**src/rtl/ten_sec_game_ctrl_pkg.sv**
```systemverilog
// Shared definitions for the ten-second game control stage.
package ten_sec_game_ctrl_pkg;

  // Game state encoding; the timer only latches done while the state is COUNTING (1).
  typedef enum logic [1:0] {
    ST_IDLE     = 2'd0,
    ST_COUNTING = 2'd1,
    ST_RESULT   = 2'd2,
    ST_TIMEOUT  = 2'd3
  } game_state_e;

  // Width of the centisecond measurements.
  localparam int unsigned CS_W = 11;

  // Default timing constants for a 20 kHz clock.
  localparam int unsigned DEF_TICKS_PER_CS    = 200;
  localparam int unsigned DEF_TARGET_CS       = 1000;
  localparam int unsigned DEF_DEBOUNCE_CYCLES = 400;
  localparam int unsigned DEF_WIN_TOL_CS      = 5;

  // Score bundle presented to the display side.
  typedef struct packed {
    logic [CS_W-1:0] elapsed_cs;
    logic [CS_W-1:0] error_cs;
    logic            win;
  } score_t;

  // Absolute difference of two centisecond values.
  function automatic logic [CS_W-1:0] cs_abs_diff(input logic [CS_W-1:0] a,
                                                  input logic [CS_W-1:0] b);
    return (a >= b) ? CS_W'(a - b) : CS_W'(b - a);
  endfunction

endpackage

```
**src/rtl/ten_sec_game_ctrl_btn_debounce.sv**
```systemverilog
// Push-button synchroniser, debouncer and rising-edge pulse generator.
module btn_debounce #(
  parameter int unsigned DEBOUNCE_CYCLES = 400
) (
  input  logic clk_20k,
  input  logic reset,
  input  logic btn_raw,
  output logic btn,
  output logic btn_pulse
);

  localparam int unsigned CNT_W = (DEBOUNCE_CYCLES > 2) ? $clog2(DEBOUNCE_CYCLES) : 1;
  localparam logic [CNT_W-1:0] CNT_LAST = CNT_W'(DEBOUNCE_CYCLES - 1);

  logic [1:0]       sync_q;
  logic [CNT_W-1:0] cnt_q;

  // Two-flop synchroniser for the asynchronous button input.
  always_ff @(posedge clk_20k or posedge reset) begin
    if (reset) begin
      sync_q <= 2'b00;
    end else begin
      sync_q <= {sync_q[0], btn_raw};
    end
  end

  // Accept a new level only after it has been stable for DEBOUNCE_CYCLES cycles.
  always_ff @(posedge clk_20k or posedge reset) begin
    if (reset) begin
      cnt_q     <= '0;
      btn       <= 1'b0;
      btn_pulse <= 1'b0;
    end else begin
      btn_pulse <= 1'b0;
      if (sync_q[1] != btn) begin
        if (cnt_q == CNT_LAST) begin
          cnt_q     <= '0;
          btn       <= sync_q[1];
          btn_pulse <= sync_q[1];
        end else begin
          cnt_q <= cnt_q + CNT_W'(1);
        end
      end else begin
        cnt_q <= '0;
      end
    end
  end

endmodule

```
**src/rtl/ten_sec_game_ctrl.sv**
```systemverilog
// Game control stage: debounced button, game FSM, stop-time measurement and scoring.
module ten_sec_game_ctrl
  import ten_sec_game_ctrl_pkg::*;
#(
  parameter int unsigned TICKS_PER_CS    = DEF_TICKS_PER_CS,
  parameter int unsigned TARGET_CS       = DEF_TARGET_CS,
  parameter int unsigned DEBOUNCE_CYCLES = DEF_DEBOUNCE_CYCLES,
  parameter int unsigned WIN_TOL_CS      = DEF_WIN_TOL_CS
) (
  input  logic            clk_20k,
  input  logic            reset,
  input  logic            btn_raw,
  input  logic            done,
  output logic [1:0]      state,
  output logic            start,
  output logic            btn,
  output logic [CS_W-1:0] elapsed_cs,
  output logic [CS_W-1:0] error_cs,
  output logic            win,
  output logic            result_valid
);

  localparam int unsigned PRESC_W = (TICKS_PER_CS > 2) ? $clog2(TICKS_PER_CS) : 1;
  localparam logic [PRESC_W-1:0] PRESC_LAST = PRESC_W'(TICKS_PER_CS - 1);
  localparam logic [CS_W-1:0]    TARGET     = CS_W'(TARGET_CS);
  localparam logic [CS_W-1:0]    WIN_TOL    = CS_W'(WIN_TOL_CS);
  localparam logic [CS_W-1:0]    CS_MAX     = '1;

  logic btn_pulse;

  game_state_e        state_q, state_d;
  logic               start_q, start_d;
  logic               valid_q, valid_d;
  logic [PRESC_W-1:0] presc_q, presc_d;
  score_t             score_q, score_d;
  logic [CS_W-1:0]    err_c;

  btn_debounce #(
    .DEBOUNCE_CYCLES(DEBOUNCE_CYCLES)
  ) u_btn_debounce (
    .clk_20k  (clk_20k),
    .reset    (reset),
    .btn_raw  (btn_raw),
    .btn      (btn),
    .btn_pulse(btn_pulse)
  );

  // Distance of the frozen stop time from the target.
  assign err_c = cs_abs_diff(score_q.elapsed_cs, TARGET);

  // State, prescaler and score registers.
  always_ff @(posedge clk_20k or posedge reset) begin
    if (reset) begin
      state_q <= ST_IDLE;
      start_q <= 1'b0;
      valid_q <= 1'b0;
      presc_q <= '0;
      score_q <= '0;
    end else begin
      state_q <= state_d;
      start_q <= start_d;
      valid_q <= valid_d;
      presc_q <= presc_d;
      score_q <= score_d;
    end
  end

  // Next-state and next-output logic.
  always_comb begin
    state_d = state_q;
    start_d = 1'b0;
    valid_d = 1'b0;
    presc_d = presc_q;
    score_d = score_q;
    unique case (state_q)
      ST_IDLE: begin
        if (btn_pulse) begin
          state_d = ST_COUNTING;
          start_d = 1'b1;
          presc_d = '0;
          score_d = '0;
        end
      end
      ST_COUNTING: begin
        if (btn_pulse) begin
          // Player stop wins over a simultaneous timer done; elapsed stays frozen.
          state_d          = ST_RESULT;
          valid_d          = 1'b1;
          score_d.error_cs = err_c;
          score_d.win      = (err_c <= WIN_TOL);
        end else begin
          if (presc_q == PRESC_LAST) begin
            presc_d = '0;
            if (score_q.elapsed_cs != CS_MAX) begin
              score_d.elapsed_cs = score_q.elapsed_cs + CS_W'(1);
            end
          end else begin
            presc_d = presc_q + PRESC_W'(1);
          end
          if (done) begin
            state_d            = ST_TIMEOUT;
            valid_d            = 1'b1;
            score_d.elapsed_cs = TARGET;
            score_d.error_cs   = '0;
            score_d.win        = 1'b0;
          end else begin
            start_d = 1'b1;
          end
        end
      end
      ST_RESULT: begin
        valid_d = 1'b1;
        if (btn_pulse) begin
          state_d = ST_IDLE;
          valid_d = 1'b0;
        end
      end
      ST_TIMEOUT: begin
        valid_d = 1'b1;
        if (btn_pulse) begin
          state_d = ST_IDLE;
          valid_d = 1'b0;
        end
      end
      default: begin
        state_d = ST_IDLE;
      end
    endcase
  end

  assign state        = state_q;
  assign start        = start_q;
  assign result_valid = valid_q;
  assign elapsed_cs   = score_q.elapsed_cs;
  assign error_cs     = score_q.error_cs;
  assign win          = score_q.win;

endmodule
```
**config.mk**
```make
export PLATFORM = sky130hd
export DESIGN_NAME = ten_sec_game_ctrl
export DESIGN_NICKNAME = d
export VERILOG_FILES = /design/src/rtl/ten_sec_game_ctrl_pkg.sv /design/src/rtl/ten_sec_game_ctrl_btn_debounce.sv /design/src/rtl/ten_sec_game_ctrl.sv
export SDC_FILE = /design/constraint.sdc
export NUM_CORES = 1
export LEC_CHECK = 0
export CELL_PAD_IN_SITES_DETAIL_PLACEMENT = 1
export CELL_PAD_IN_SITES_GLOBAL_PLACEMENT = 2
export CORE_UTILIZATION = 35
export CTS_CLUSTER_SIZE = 16
export DETAILED_ROUTE_END_ITERATION = 16
export GPL_ROUTABILITY_DRIVEN = 0
export PLACE_DENSITY = 0.76
export SETUP_SLACK_MARGIN = 0.1
export SLEW_MARGIN = 20
export SYNTH_ARGS = -nofsm -noshare
export SYNTH_HDL_FRONTEND = slang
export SYNTH_HIERARCHICAL = 1
export SYNTH_SLANG_ARGS = --single-unit
```
**constraint.sdc**
```tcl
create_clock -name clk_20k -period 2.8 [get_ports clk_20k]
set_input_delay 0.42 -clock clk_20k [delete_from_list [all_inputs] [get_ports clk_20k]]
set_output_delay 0.42 -clock clk_20k [all_outputs]
set_load 0.005 [all_outputs]
```
==> results.py <==
metrics = {
    "logic_synthesis": {
        "synth_flop_cell": "dfrtp_1",
        "synth-edff-count": 0,
        "ys_ff_latch": 48,
        "syn_area_um2": 2914,
        "synth_warnings": 6,
        "async_flop_share_pct": 100.0,
        "synthDistinctLibCells": 66,
        "synth_cells": 315,
        "synth_nets": 327,
        "syn_area_per_cell_um2": 9.251,
        "synth_seq_area_share_pct": 41.22,
    },
    "hold_path": {
        "worstHoldStart": "u_btn_debounce/sync_q[0]",
        "hold_class": "flip-flop to flip-flop",
        "whs_endpoint": "u_btn_debounce/sync_q[1]",
        "holdPathStages": 0,
    },
    "layout": {
        "final_cell_mix": "48 x dfrtp_1, 39 x o21ai_0, 31 x clkdlybuf4s50_1, 29 x nand2_1, 20 x nor2_1",
        "n_antenna_cell": 0,
        "drive_above_1_share_pct": 13.51,
        "area_delta_synth_final_pct": 17.90,
        "layout_commonest_cell": "dfrtp_1",
        "layout.nets": 359,
        "post-route-util_pct": 43.56,
        "fin_area_um2": 3436,
    },
    "clocking": {
        "clk_latency_ns": 0.31,
        "hold_buffers": 0,
        "cts_inserted_buffers": 5,
        "cts_sinks": 48,
        "clockBufferDepth": 2,
        "tritoncts": "built",
        "path_clk_slew_ns": 0.10,
        "cts_root_buf": "clkbuf_8",
        "htree_levels": 2,
        "post_cts_resized": 0,
        "cts_setup_buffers": 0,
    },
    "timing": {
        "relSlewSlack_pct": 62.69,
        "slew_viol_final": 0,
        "fin_crit_sh_pct": 85.82,
        "clock-skew-final_ns": 0.008732,
        "finalSetupTns_ns": 0,
        "post-route-min-period_ns": 2.403,
        "worst_slack_ns": 0.3971,
        "rsz0062_at_grt": "no",
        "worst_slew_pin_slew_ns": 0.5596,
        "hold_viol_final": 0,
        "max_freq_mhz": 416.2,
        "setup_violations": 0,
    },
    "detailed_routing": {
        "avgRoutedWirePerCell_um": 16.72,
        "vias": 2448,
        "finalWirelength_um": 7523,
        "initialDrtViolationCount": 86,
        "drtPass1Iterations": 4,
        "viasPerCell": 5.440,
        "ant_nets": 0,
        "drc": 0,
    },
    "global_routing": {
        "grt_pass1_wl_um": 13040,
        "antenna_found_initial": 0,
        "grt_pass1_vias": 2528,
        "gr-total-overflow": 0,
        "track_usage_pct": 19.18,
        "grt_max_degree": 36,
    },
    "place": {
        "pre_cts_ws_ns": 0.3504,
        "port_buffers": 31,
        "dpl_cell_area_um2": 3313,
        "dpl.hpwl_um": 5588,
    },
    "setup_path": {
        "critPathCaptureType": "flip-flop",
        "crit_arrival_ns": 2.61,
        "worst-r2r-setup-slack_ns": 0.40,
        "cp-start-kind": "flip-flop",
        "critPathSlowestCell": "or4b_2",
        "slowest_delay_ns": 0.64,
        "path_max_fanout": 8,
        "ff2ff_path_depth": 8,
        "crit_type": "flip-flop to flip-flop",
        "path_cells": "inv_1, ha_1, nand4bb_1, a211oi_4, or4b_2, and4_1, o2111ai_1, o21ai_0",
        "required_ns": 3.00,
        "cp_num_buf_inv": 1,
        "cpLargestDelayFamily": "simple AND/OR/NAND/NOR gates",
        "r2r-start": "elapsed_cs[0]",
        "rr_endpoint": "win",
    },
    "run_status": {
        "status": "complete, no violations",
    },
    "floorplanning": {
        "initial_utilization_pct": 36.94,
        "die_h_um": 93.25,
        "io-pin-count": 32,
        "fp.dieW_um": 93.25,
        "floorplan.rows": 32,
        "core-area_um2": 7888,
        "dieArea_um2": 8695,
    },
    "power": {
        "leakagePower_uw": 0.001416,
        "irDropWorstVdd_uv": 185.1,
        "power_density_nw_per_um2": 399.7,
    },
    "flow_run": {
        "drv_cap": 0,
    },
}
## per-stage QoR
step / instances / total power [µW] / hold slack, ns
floorplan: 315 / 809.6 / 0.2970
global placement: 442 / 853.4 / 0.3317
detailed placement: 442 / 855.3 / 0.3464
CTS: 450 / 1404 / 0.3711
global route: 450 / 1442 / 0.3837
finish: 450 / 1373 / 0.3681
## worst register-to-register path, cell delays in order, from the launching register on
cell and delay, ns:
dfrtp_1 0.48, inv_1 0.14, ha_1 0.28, nand4bb_1 0.24, a211oi_4 0.14, or4b_2 0.64
and4_1 0.20, o2111ai_1 0.08, o21ai_0 0.11
## synthesized netlist by cell type (all sizes together) (3+ instances only)
cell	number	area, µm²
mux2i	3	30.03
dfrtp	48	1201
nand2	30	115.1
nand2b	6	37.54
and3	8	51.30
a31oi	4	25.02
o21ai	41	209.0
buf	8	76.32
nor2b	4	25.02
inv	15	56.30
xnor2	12	105.1
or3	5	37.54
nor3	3	20.02
ha	8	100.1
and2	5	32.53
nand4	6	37.54
nor2	20	75.07
nand3	12	65.06
a21oi	19	128.9
clkbuf	6	22.52
xor2	4	35.03
o31ai	7	57.55
or2	6	40.04
## logic make-up after synthesis
kind of cell,after synthesis,synth area share (%)
xor+xnor,16,4.809
simple gates,116,22.24
mux,4,1.417
flops,48,41.22
buf+inv,29,5.324
fa+ha+maj,8,3.435
compound gates,94,21.55
## sequential cells by signal, summed over array words and instances (netlist names)
signal	count
u_btn_debounce/btn	1
start	1
u_btn_debounce/sync_q	2
presc_q	8
u_btn_debounce/cnt_q	9
u_btn_debounce/btn_pulse	1
error_cs	11
state	2
win	1
result_valid	1
elapsed_cs	11
## power breakdown
| group | internal [µW] | leakage, µW | total [µW] | switching [µW] |
|---|---|---|---|---|
| registers | 703 | 0.000566 | 723 | 19.9 |
| clock network | 270 | 0.0000548 | 534 | 264 |
| logic | 50.9 | 0.000794 | 116 | 65.5 |
## worst max-delay path by stage
stage | cells past startpoint | slack, ns | from | endpoint
after floorplan | 9 | 0.48 | elapsed_cs[1] | win
after global placement | 8 | 0.40 | elapsed_cs[0] | win
after detailed placement | 8 | 0.35 | elapsed_cs[0] | win
after CTS | 8 | 0.32 | elapsed_cs[0] | win
after global routing | 8 | 0.12 | elapsed_cs[0] | win
final | 8 | 0.40 | elapsed_cs[0] | win
## layout make-up
type,count,area [µm²]
clock buffer,5,68.82
multi-input combinational,238,1565
inverter,15,56.30
tap,102,127.6
fill,922,4452
timing repair buffer,39,370.4
sequential,48,1201
clock inverter,3,46.29
## per-layer routing
metal	up-vias	part of all wire, %	track usage [%]	routed length (µm)
li1	1186	-	-	-
met1	1232	48	25.57	3587
met2	23	50	32.54	3726
met3	7	1.9	3.089	143
met4	0	0.88	4.359	66
met5	-	0	0	0
No activity file was read; power rests on OpenSTA's default activity.
